**config.mk**
```make
export PLATFORM = sky130hd
export DESIGN_NAME = video_pattern_gen
export DESIGN_NICKNAME = d
export VERILOG_FILES = /design/src/rtl/video_pkg.sv /design/src/rtl/video_pattern_gen_frame_tick.sv /design/src/rtl/video_pattern_gen.sv
export SDC_FILE = /design/constraint.sdc
export NUM_CORES = 1
export LEC_CHECK = 0
export ABC_AREA = 1
export CORE_MARGIN = 3
export CORE_UTILIZATION = 60
export CTS_BUF_LIST = sky130_fd_sc_hd__clkbuf_16
export DETAILED_ROUTE_END_ITERATION = 6
export GPL_TIMING_DRIVEN = 0
export PLACE_DENSITY_LB_ADDON = 0.08
export SKIP_LAST_GASP = 1
export SYNTH_ARGS = -nofsm -noshare
export SYNTH_HDL_FRONTEND = slang
export SYNTH_HIERARCHICAL = 1
export SYNTH_SLANG_ARGS = --single-unit
export TNS_END_PERCENT = 1
```
**constraint.sdc**
```tcl
create_clock -name i_CLK -period 5.7 [get_ports i_CLK]
set_input_delay 1.425 -clock i_CLK [delete_from_list [all_inputs] [get_ports i_CLK]]
set_output_delay 1.425 -clock i_CLK [all_outputs]
set_load 0.01 [all_outputs]
```
**src/rtl/video_pkg.sv**
```systemverilog
// Shared types for the video test-pattern generator.
// Mode and direction encodings plus the colour-bar lookup.
package video_pkg;

  typedef enum logic [2:0] {
    MODE_SOLID   = 3'd0,
    MODE_CROSS   = 3'd1,
    MODE_BLOCK   = 3'd2,
    MODE_BARS    = 3'd3,
    MODE_CHECKER = 3'd4
  } mode_e;

  typedef enum logic {
    DIR_RIGHT = 1'b0,
    DIR_LEFT  = 1'b1
  } dir_e;

  // {R,G,B} enables: white, yellow, cyan, green, magenta, red, blue, black
  function automatic logic [2:0] bar_rgb(input logic [2:0] idx);
    logic [2:0] c;
    case (idx)
      3'd0:    c = 3'b111;
      3'd1:    c = 3'b110;
      3'd2:    c = 3'b011;
      3'd3:    c = 3'b010;
      3'd4:    c = 3'b101;
      3'd5:    c = 3'b100;
      3'd6:    c = 3'b001;
      default: c = 3'b000;
    endcase
    return c;
  endfunction

endpackage

```
**src/rtl/video_pattern_gen_frame_tick.sv**
```systemverilog
// Frame-end detect on the VDE falling edge of the last row,
// plus the frame divider that paces the animation steps.
module frame_tick_gen #(
  parameter int V_ACTIVE  = 480,
  parameter int COORD_W   = 10,
  parameter int FRAME_DIV = 256
) (
  input  logic               clk,
  input  logic               rst_n,
  input  logic               vde,
  input  logic [COORD_W-1:0] y,
  output logic               vde_d,
  output logic               frame_tick,
  output logic               step
);

  localparam int FCNT_W =
    (FRAME_DIV > 1) ? $clog2(FRAME_DIV) : 1;
  localparam logic [FCNT_W-1:0] FCNT_LAST =
    FCNT_W'(FRAME_DIV - 1);
  localparam logic [COORD_W-1:0] LAST_ROW =
    COORD_W'(V_ACTIVE - 1);

  logic               r_vde_d;
  logic [COORD_W-1:0] r_prev_row;
  logic [FCNT_W-1:0]  r_fcnt;
  logic               frame_end;
  logic               fcnt_wrap;

  // Only the line end of the final row counts, not every hblank
  assign frame_end = r_vde_d & ~vde &
                     (r_prev_row == LAST_ROW);
  assign fcnt_wrap = (r_fcnt == FCNT_LAST);
  assign vde_d     = r_vde_d;

  always_ff @(posedge clk or negedge rst_n) begin
    if (!rst_n) begin
      r_vde_d    <= 1'b0;
      r_prev_row <= '0;
      r_fcnt     <= '0;
      frame_tick <= 1'b0;
      step       <= 1'b0;
    end else begin
      r_vde_d    <= vde;
      r_prev_row <= y;
      frame_tick <= frame_end;
      step       <= frame_end & fcnt_wrap;
      if (frame_end) begin
        r_fcnt <= fcnt_wrap ? '0 : r_fcnt + 1'b1;
      end
    end
  end

endmodule

```
**src/rtl/video_pattern_gen.sv**
```systemverilog
// Test-pattern generator with frame-aligned mode and animation.
// VIDEO_PATTERN_BOUNCE_EN selects a bouncing block instead of wrap.
module video_pattern_gen
  import video_pkg::*;
#(
  parameter int H_ACTIVE    = 640,
  parameter int V_ACTIVE    = 480,
  parameter int COORD_W     = 10,
  parameter int COLOR_W     = 8,
  parameter int BLOCK_W     = 6,
  parameter int BLOCK_Y     = 230,
  parameter int CROSS_HALF  = 10,
  parameter int FRAME_DIV   = 256,
  parameter int STEP        = 1,
  parameter int CHECK_SHIFT = 5
) (
  input  logic               i_CLK,
  input  logic               i_RST_N,
  input  logic [2:0]         i_SEL,
  input  logic               i_VDE,
  input  logic [COORD_W-1:0] i_X_COORD,
  input  logic [COORD_W-1:0] i_Y_COORD,
  output logic [COLOR_W-1:0] o_RED,
  output logic [COLOR_W-1:0] o_GREEN,
  output logic [COLOR_W-1:0] o_BLUE,
  output logic               o_VDE,
  output logic               o_FRAME_TICK
);

  typedef logic [COORD_W-1:0] c_t;
  typedef logic [COORD_W:0]   cx_t;

  localparam c_t  H_MID     = c_t'(H_ACTIVE / 2);
  localparam c_t  V_MID     = c_t'(V_ACTIVE / 2);
  localparam c_t  HALF_W    = c_t'(CROSS_HALF);
  localparam c_t  SHIFT_MAX = c_t'(H_ACTIVE - BLOCK_W);
  localparam cx_t BAR_W     = cx_t'(H_ACTIVE / 8);
  localparam logic [COLOR_W-1:0] HALF =
    {1'b0, {(COLOR_W-1){1'b1}}};

  logic       frame_tick;
  logic       step;
  logic [2:0] r_mode;
  c_t         r_shift;
  c_t         shift_nxt;
  cx_t        sum;

  frame_tick_gen #(
    .V_ACTIVE  (V_ACTIVE),
    .COORD_W   (COORD_W),
    .FRAME_DIV (FRAME_DIV)
  ) u_tick (
    .clk        (i_CLK),
    .rst_n      (i_RST_N),
    .vde        (i_VDE),
    .y          (i_Y_COORD),
    .vde_d      (o_VDE),
    .frame_tick (frame_tick),
    .step       (step)
  );

  assign o_FRAME_TICK = frame_tick;
  assign sum = cx_t'(r_shift) + cx_t'(STEP);

  always_ff @(posedge i_CLK or negedge i_RST_N) begin
    if (!i_RST_N) begin
      r_mode  <= 3'd0;
      r_shift <= '0;
    end else begin
      if (frame_tick) r_mode <= i_SEL;
      r_shift <= shift_nxt;
    end
  end

`ifdef VIDEO_PATTERN_BOUNCE_EN
  dir_e r_dir;
  dir_e dir_nxt;

  always_ff @(posedge i_CLK or negedge i_RST_N) begin
    if (!i_RST_N) r_dir <= DIR_RIGHT;
    else          r_dir <= dir_nxt;
  end

  always_comb begin
    dir_nxt   = r_dir;
    shift_nxt = r_shift;
    if (step) begin
      unique case (r_dir)
        DIR_RIGHT: begin
          if (sum >= cx_t'(SHIFT_MAX)) begin
            shift_nxt = SHIFT_MAX;
            dir_nxt   = DIR_LEFT;
          end else begin
            shift_nxt = sum[COORD_W-1:0];
          end
        end
        DIR_LEFT: begin
          // Covers both landing on zero and underflow
          if (r_shift <= c_t'(STEP)) begin
            shift_nxt = '0;
            dir_nxt   = DIR_RIGHT;
          end else begin
            shift_nxt = r_shift - c_t'(STEP);
          end
        end
        default: ;
      endcase
    end
  end
`else
  always_comb begin
    shift_nxt = r_shift;
    if (step) begin
      shift_nxt = (sum > cx_t'(SHIFT_MAX)) ?
                  '0 : sum[COORD_W-1:0];
    end
  end
`endif

  c_t         dx;
  c_t         dy;
  logic       cross_hit;
  logic       blk_hit;
  logic       in_bars;
  logic [2:0] bar_idx;
  logic       chk_hit;
  logic [2:0] rgb_en;
  logic       solid;

  always_comb begin
    dx = (i_X_COORD >= H_MID) ?
         i_X_COORD - H_MID : H_MID - i_X_COORD;
    dy = (i_Y_COORD >= V_MID) ?
         i_Y_COORD - V_MID : V_MID - i_Y_COORD;
    cross_hit = (dx <= HALF_W) || (dy <= HALF_W);
    blk_hit =
      (i_X_COORD >= r_shift) &&
      (cx_t'(i_X_COORD) <
       cx_t'(r_shift) + cx_t'(BLOCK_W)) &&
      (cx_t'(i_Y_COORD) >= cx_t'(BLOCK_Y)) &&
      (cx_t'(i_Y_COORD) < cx_t'(BLOCK_Y + BLOCK_W));
    // Bar index by constant thresholds, no divider
    bar_idx = 3'd0;
    for (int i = 1; i < 8; i++) begin
      if (cx_t'(i_X_COORD) >= cx_t'(i) * BAR_W)
        bar_idx = 3'(i);
    end
    in_bars = cx_t'(i_X_COORD) < cx_t'(8) * BAR_W;
    chk_hit = i_X_COORD[CHECK_SHIFT] ^
              i_Y_COORD[CHECK_SHIFT];
  end

  always_comb begin
    rgb_en = 3'b000;
    solid  = 1'b0;
    unique case (1'b1)
      r_mode == MODE_SOLID:   solid  = 1'b1;
      r_mode == MODE_CROSS:   rgb_en = {cross_hit, 2'b00};
      r_mode == MODE_BLOCK:   rgb_en = {1'b0, blk_hit, 1'b0};
      r_mode == MODE_BARS:
        rgb_en = in_bars ? bar_rgb(bar_idx) : 3'b000;
      r_mode == MODE_CHECKER: rgb_en = {3{chk_hit}};
      default: ;
    endcase
  end

  always_ff @(posedge i_CLK or negedge i_RST_N) begin
    if (!i_RST_N) begin
      o_RED   <= '0;
      o_GREEN <= '0;
      o_BLUE  <= '0;
    end else if (!i_VDE) begin
      o_RED   <= '0;
      o_GREEN <= '0;
      o_BLUE  <= '0;
    end else if (solid) begin
      o_RED   <= HALF;
      o_GREEN <= HALF;
      o_BLUE  <= HALF;
    end else begin
      o_RED   <= {COLOR_W{rgb_en[2]}};
      o_GREEN <= {COLOR_W{rgb_en[1]}};
      o_BLUE  <= {COLOR_W{rgb_en[0]}};
    end
  end

endmodule
```
==> impl_metrics.py <==
metrics = {
    "timing": {
        "fmax_ghz": 0.263,
        "finalSetupViolCount": 0,
        "worstMarginPinSlew_ns": 0.579,
        "setup_tns_ns": 0,
        "hold_violations": 0,
        "clock_skew_ns": 0.00800,
        "fin_crit_sh_pct": 66.7,
        "rsz0062_at_grt": "no",
        "finalWorstPathRequiredPeriod_ns": 3.80,
        "slew_headroom_pct": 60.4,
        "slew_violations": 0,
        "layout_setup_ws_ns": 1.90,
    },
    "logic_synthesis": {
        "synth_fp_nets": 578,
        "ys_warn_count": 6,
        "yosysUniqueCellTypes": 39,
        "synth-seq-cells": 40,
        "syn_area_per_cell_sq_um": 7.03,
        "synthesis.area_sq_um": 3640,
        "synth_largest_area_cell": "dfrtp_1",
        "synthTopCellsByArea": "dfrtp_1 (28%), nand2_1 (14%), ha_1 (12%)",
        "synth_top_cell_area_share_pct": 27.5,
        "netlist_instances": 517,
        "ys_seq_area_share_pct": 27.5,
    },
    "critical_path": {
        "startpoint": "i_X_COORD[6]",
        "slowest_delay_ns": 0.58,
        "timing.critical_path.mode_cell": "nand3_1",
        "critPathSlowestCell": "clkdlybuf4s50_1",
        "critPathLaunchType": "input pin",
        "path_delay_family": "buffers and inverters",
        "path_class": "in2reg",
        "critPathCaptureType": "register",
        "critPathMaxFanout": 10,
        "critPathArrivalTime_ns": 4.03,
        "path_buf_inv": 6,
        "r2r_start": "r_shift[1]",
        "crit_chain": "clkdlybuf4s50_1 -> clkbuf_1 -> inv_1 -> ha_1 -> inv_1 -> nor2_1 -> nand2_4 -> nand2_2 -> buf_6 -> nand3_1 -> nand3_1 -> nor2_1 -> nand3_1 -> nand2_1 -> nand2_1 -> nand3_1 -> nand2_1 -> inv_1",
        "cp.required_ns": 5.93,
    },
    "power": {
        "peakVddDrop_v": 0.000117,
        "p_switching_mw": 0.186,
        "power_frac_clock_pct": 42.8,
        "p_int_mw": 0.543,
        "power_frac_comb_pct": 17.2,
        "finalPower_mw": 0.729,
        "p_seq_share_pct": 40.0,
        "switching_share_pct": 25.5,
        "p_leak_nw": 2.18,
        "power.density_nw_per_um2": 165,
    },
    "cells_and_area": {
        "synthToLayoutAreaGrowth_pct": 21.4,
        "fin_cells": 649,
        "finalNetCount": 637,
        "final_common_cell": "nand2_1",
        "drive_above_1_share_pct": 10.6,
        "layout_common_cells": "nand2_1 (136), inv_1 (61), clkdlybuf4s50_1 (50), nand3_1 (41), dfrtp_1 (40)",
        "fin_util_pct": 77.8,
        "diodes": 0,
    },
    "clock_tree": {
        "htreeDepth": 2,
        "post-cts-setup-buffers": 0,
        "numCtsBuffers": 5,
        "cts_sinks": 40,
        "post_cts_resized": 0,
        "insertion_delay_ns": 0.28,
        "cts_tree": "yes",
        "cts_max_path_buffers": 2,
        "cts_root_buf": "clkbuf_16",
        "ctsHoldBuffers": 0,
        "clk_pin_slew_ns": 0.06,
    },
    "floorplan": {
        "core_sq_um": 5680,
        "start_util_pct": 64.1,
        "rows": 27,
        "die_h_um": 83.8,
        "die_w_um": 83.8,
        "io_pins": 52,
        "dieArea_sq_um": 7030,
    },
    "route": {
        "drcViolationCount": 0,
        "vias": 3568,
        "ant_nets": 0,
        "wire_per_inst_um": 13.2,
        "vias_per_cell": 5.50,
        "wl_um": 8540,
        "drtPass1Iterations": 5,
        "drt_iter0_markers": 149,
    },
    "global_routing": {
        "grt_pass1_vias": 3309,
        "overflow": 0,
        "antenna_found_initial": 0,
        "grt_max_degree": 34,
        "grt_use_total_pct": 24.8,
        "grt_pass1_wl_um": 14400,
    },
    "placed_design": {
        "place_congestion": 0.949,
        "dp_slack_ns": 1.65,
        "portBuffers": 51,
        "place_inst": 641,
        "hpwl_um": 6570,
    },
    "status": {
        "status": "finished, final reports clean",
    },
    "hold_path": {
        "hp-class": "reg2reg",
        "min_from": "u_tick/r_fcnt[1]",
    },
    "flow_run": {
        "drv_cap": 0,
    },
}
## worst register-to-register path, stage by stage (launching register included)
cell and delay (ns):
dfrtp_1 0.41, inv_1 0.12, ha_1 0.23, inv_1 0.05, nand2_1 0.07, nor2_1 0.20, nand3_1 0.13, xor2_1 0.16
ha_1 0.27, nand2_1 0.08, nor2_1 0.06, a21oi_1 0.15, nand4_1 0.16, nand3_1 0.13, nand2_1 0.05, inv_1 0.05
## per-layer routing
layer / track usage (%) / up-vias / share of wire [%]
li1: - / 1788 / -
met4: 6.58 / 0 / 1.5
met2: 43.9 / 126 / 49
met5: 0 / - / 0
met3: 4.84 / 14 / 6.1
met1: 30.6 / 1640 / 43
## flip-flops by register name, indices dropped and copies added, names as in the netlist
register / flops
u_tick/vde_d: 1
u_tick/r_prev_row: 10
o_RED: 2
u_tick/frame_tick: 1
u_tick/r_fcnt: 8
o_GREEN: 2
r_mode: 3
o_BLUE: 2
r_shift: 10
u_tick/step: 1
## cells by family (layout without fill, tap and decap cells)
family                   Yosys count  after routing  share of synthesized area, %
buffers and inverters             97            157                          12.8
adder cells (fa/ha/maj)           35             35                          12.0
AND/OR/NAND/NOR                  261            261                          33.2
flip-flops                        40             40                          27.5
AO/OA/AOI/OAI                     64             64                          9.64
XOR/XNOR                          20             20                          4.82
## power by group through the flow
stage	sequential [mW]	combinational, mW	clock (mW)
2_1_floorplan	0.296	0.0719	0
3_3_place_gp	0.296	0.117	0
3_5_place_dp	0.296	0.123	0
4_1_cts	0.291	0.125	0.315
5_1_grt	0.292	0.142	0.329
6_report	0.291	0.126	0.312
## final cells by class
| type | count | area (sq um) |
|---|---|---|
| buffer | 25 | 189 |
| clock buffer | 5 | 125 |
| clock inverter | 3 | 37.5 |
| fill | 455 | 1260 |
| inverter | 72 | 277 |
| multi-input combinational | 380 | 2170 |
| sequential | 40 | 1000 |
| tap | 72 | 90.1 |
| timing repair buffer | 52 | 526 |
## worst paths after layout
check / end / cells past startpoint / slack [ns]
setup reg to reg: o_GREEN[6] / 15 / 3.32
min in group asynchronous: r_shift[2] / 1 / 1.01
max in group asynchronous: u_tick/r_prev_row[9] / 2 / 4.24
hold / removal: u_tick/r_fcnt[1] / 2 / 0.54
hold reg to reg: u_tick/r_fcnt[1] / 2 / 0.54
setup / recovery: o_RED[6] / 18 / 1.90
## metrics by stage
step                      hold slack (ns)  instance area (sq um)
after floorplan                     0.484                   3640
after global placement              0.513                   4240
after detailed placement            0.521                   4250
after CTS                           0.538                   4410
after global routing                0.582                   4410
final                               0.535                   4410
## synthesized netlist by cell type
master / count
nand3_2: 3
clkbuf_1: 2
buf_6: 3
dfrtp_1: 40
and2_1: 1
xnor2_1: 5
nand3b_1: 7
a21boi_0: 1
a21oi_1: 16
nor2_4: 3
nand2_1: 136
buf_2: 1
inv_1: 61
o31ai_1: 1
nor4_1: 1
buf_4: 19
clkinv_4: 1
o21ai_0: 32
or2_1: 1
o21a_1: 1
clkinv_1: 2
a41oi_1: 1
o21ai_1: 3
nor3_1: 9
nand3_4: 1
nand2_2: 5
inv_2: 7
a211oi_1: 1
nor2_2: 7
ha_1: 35
nand2_4: 2
nand3_1: 41
clkinv_2: 1
xor2_1: 15
a2111oi_0: 1
a31oi_1: 4
o211ai_1: 3
nand4_1: 12
nor2_1: 32
No activity file was read; power rests on OpenSTA's default activity.
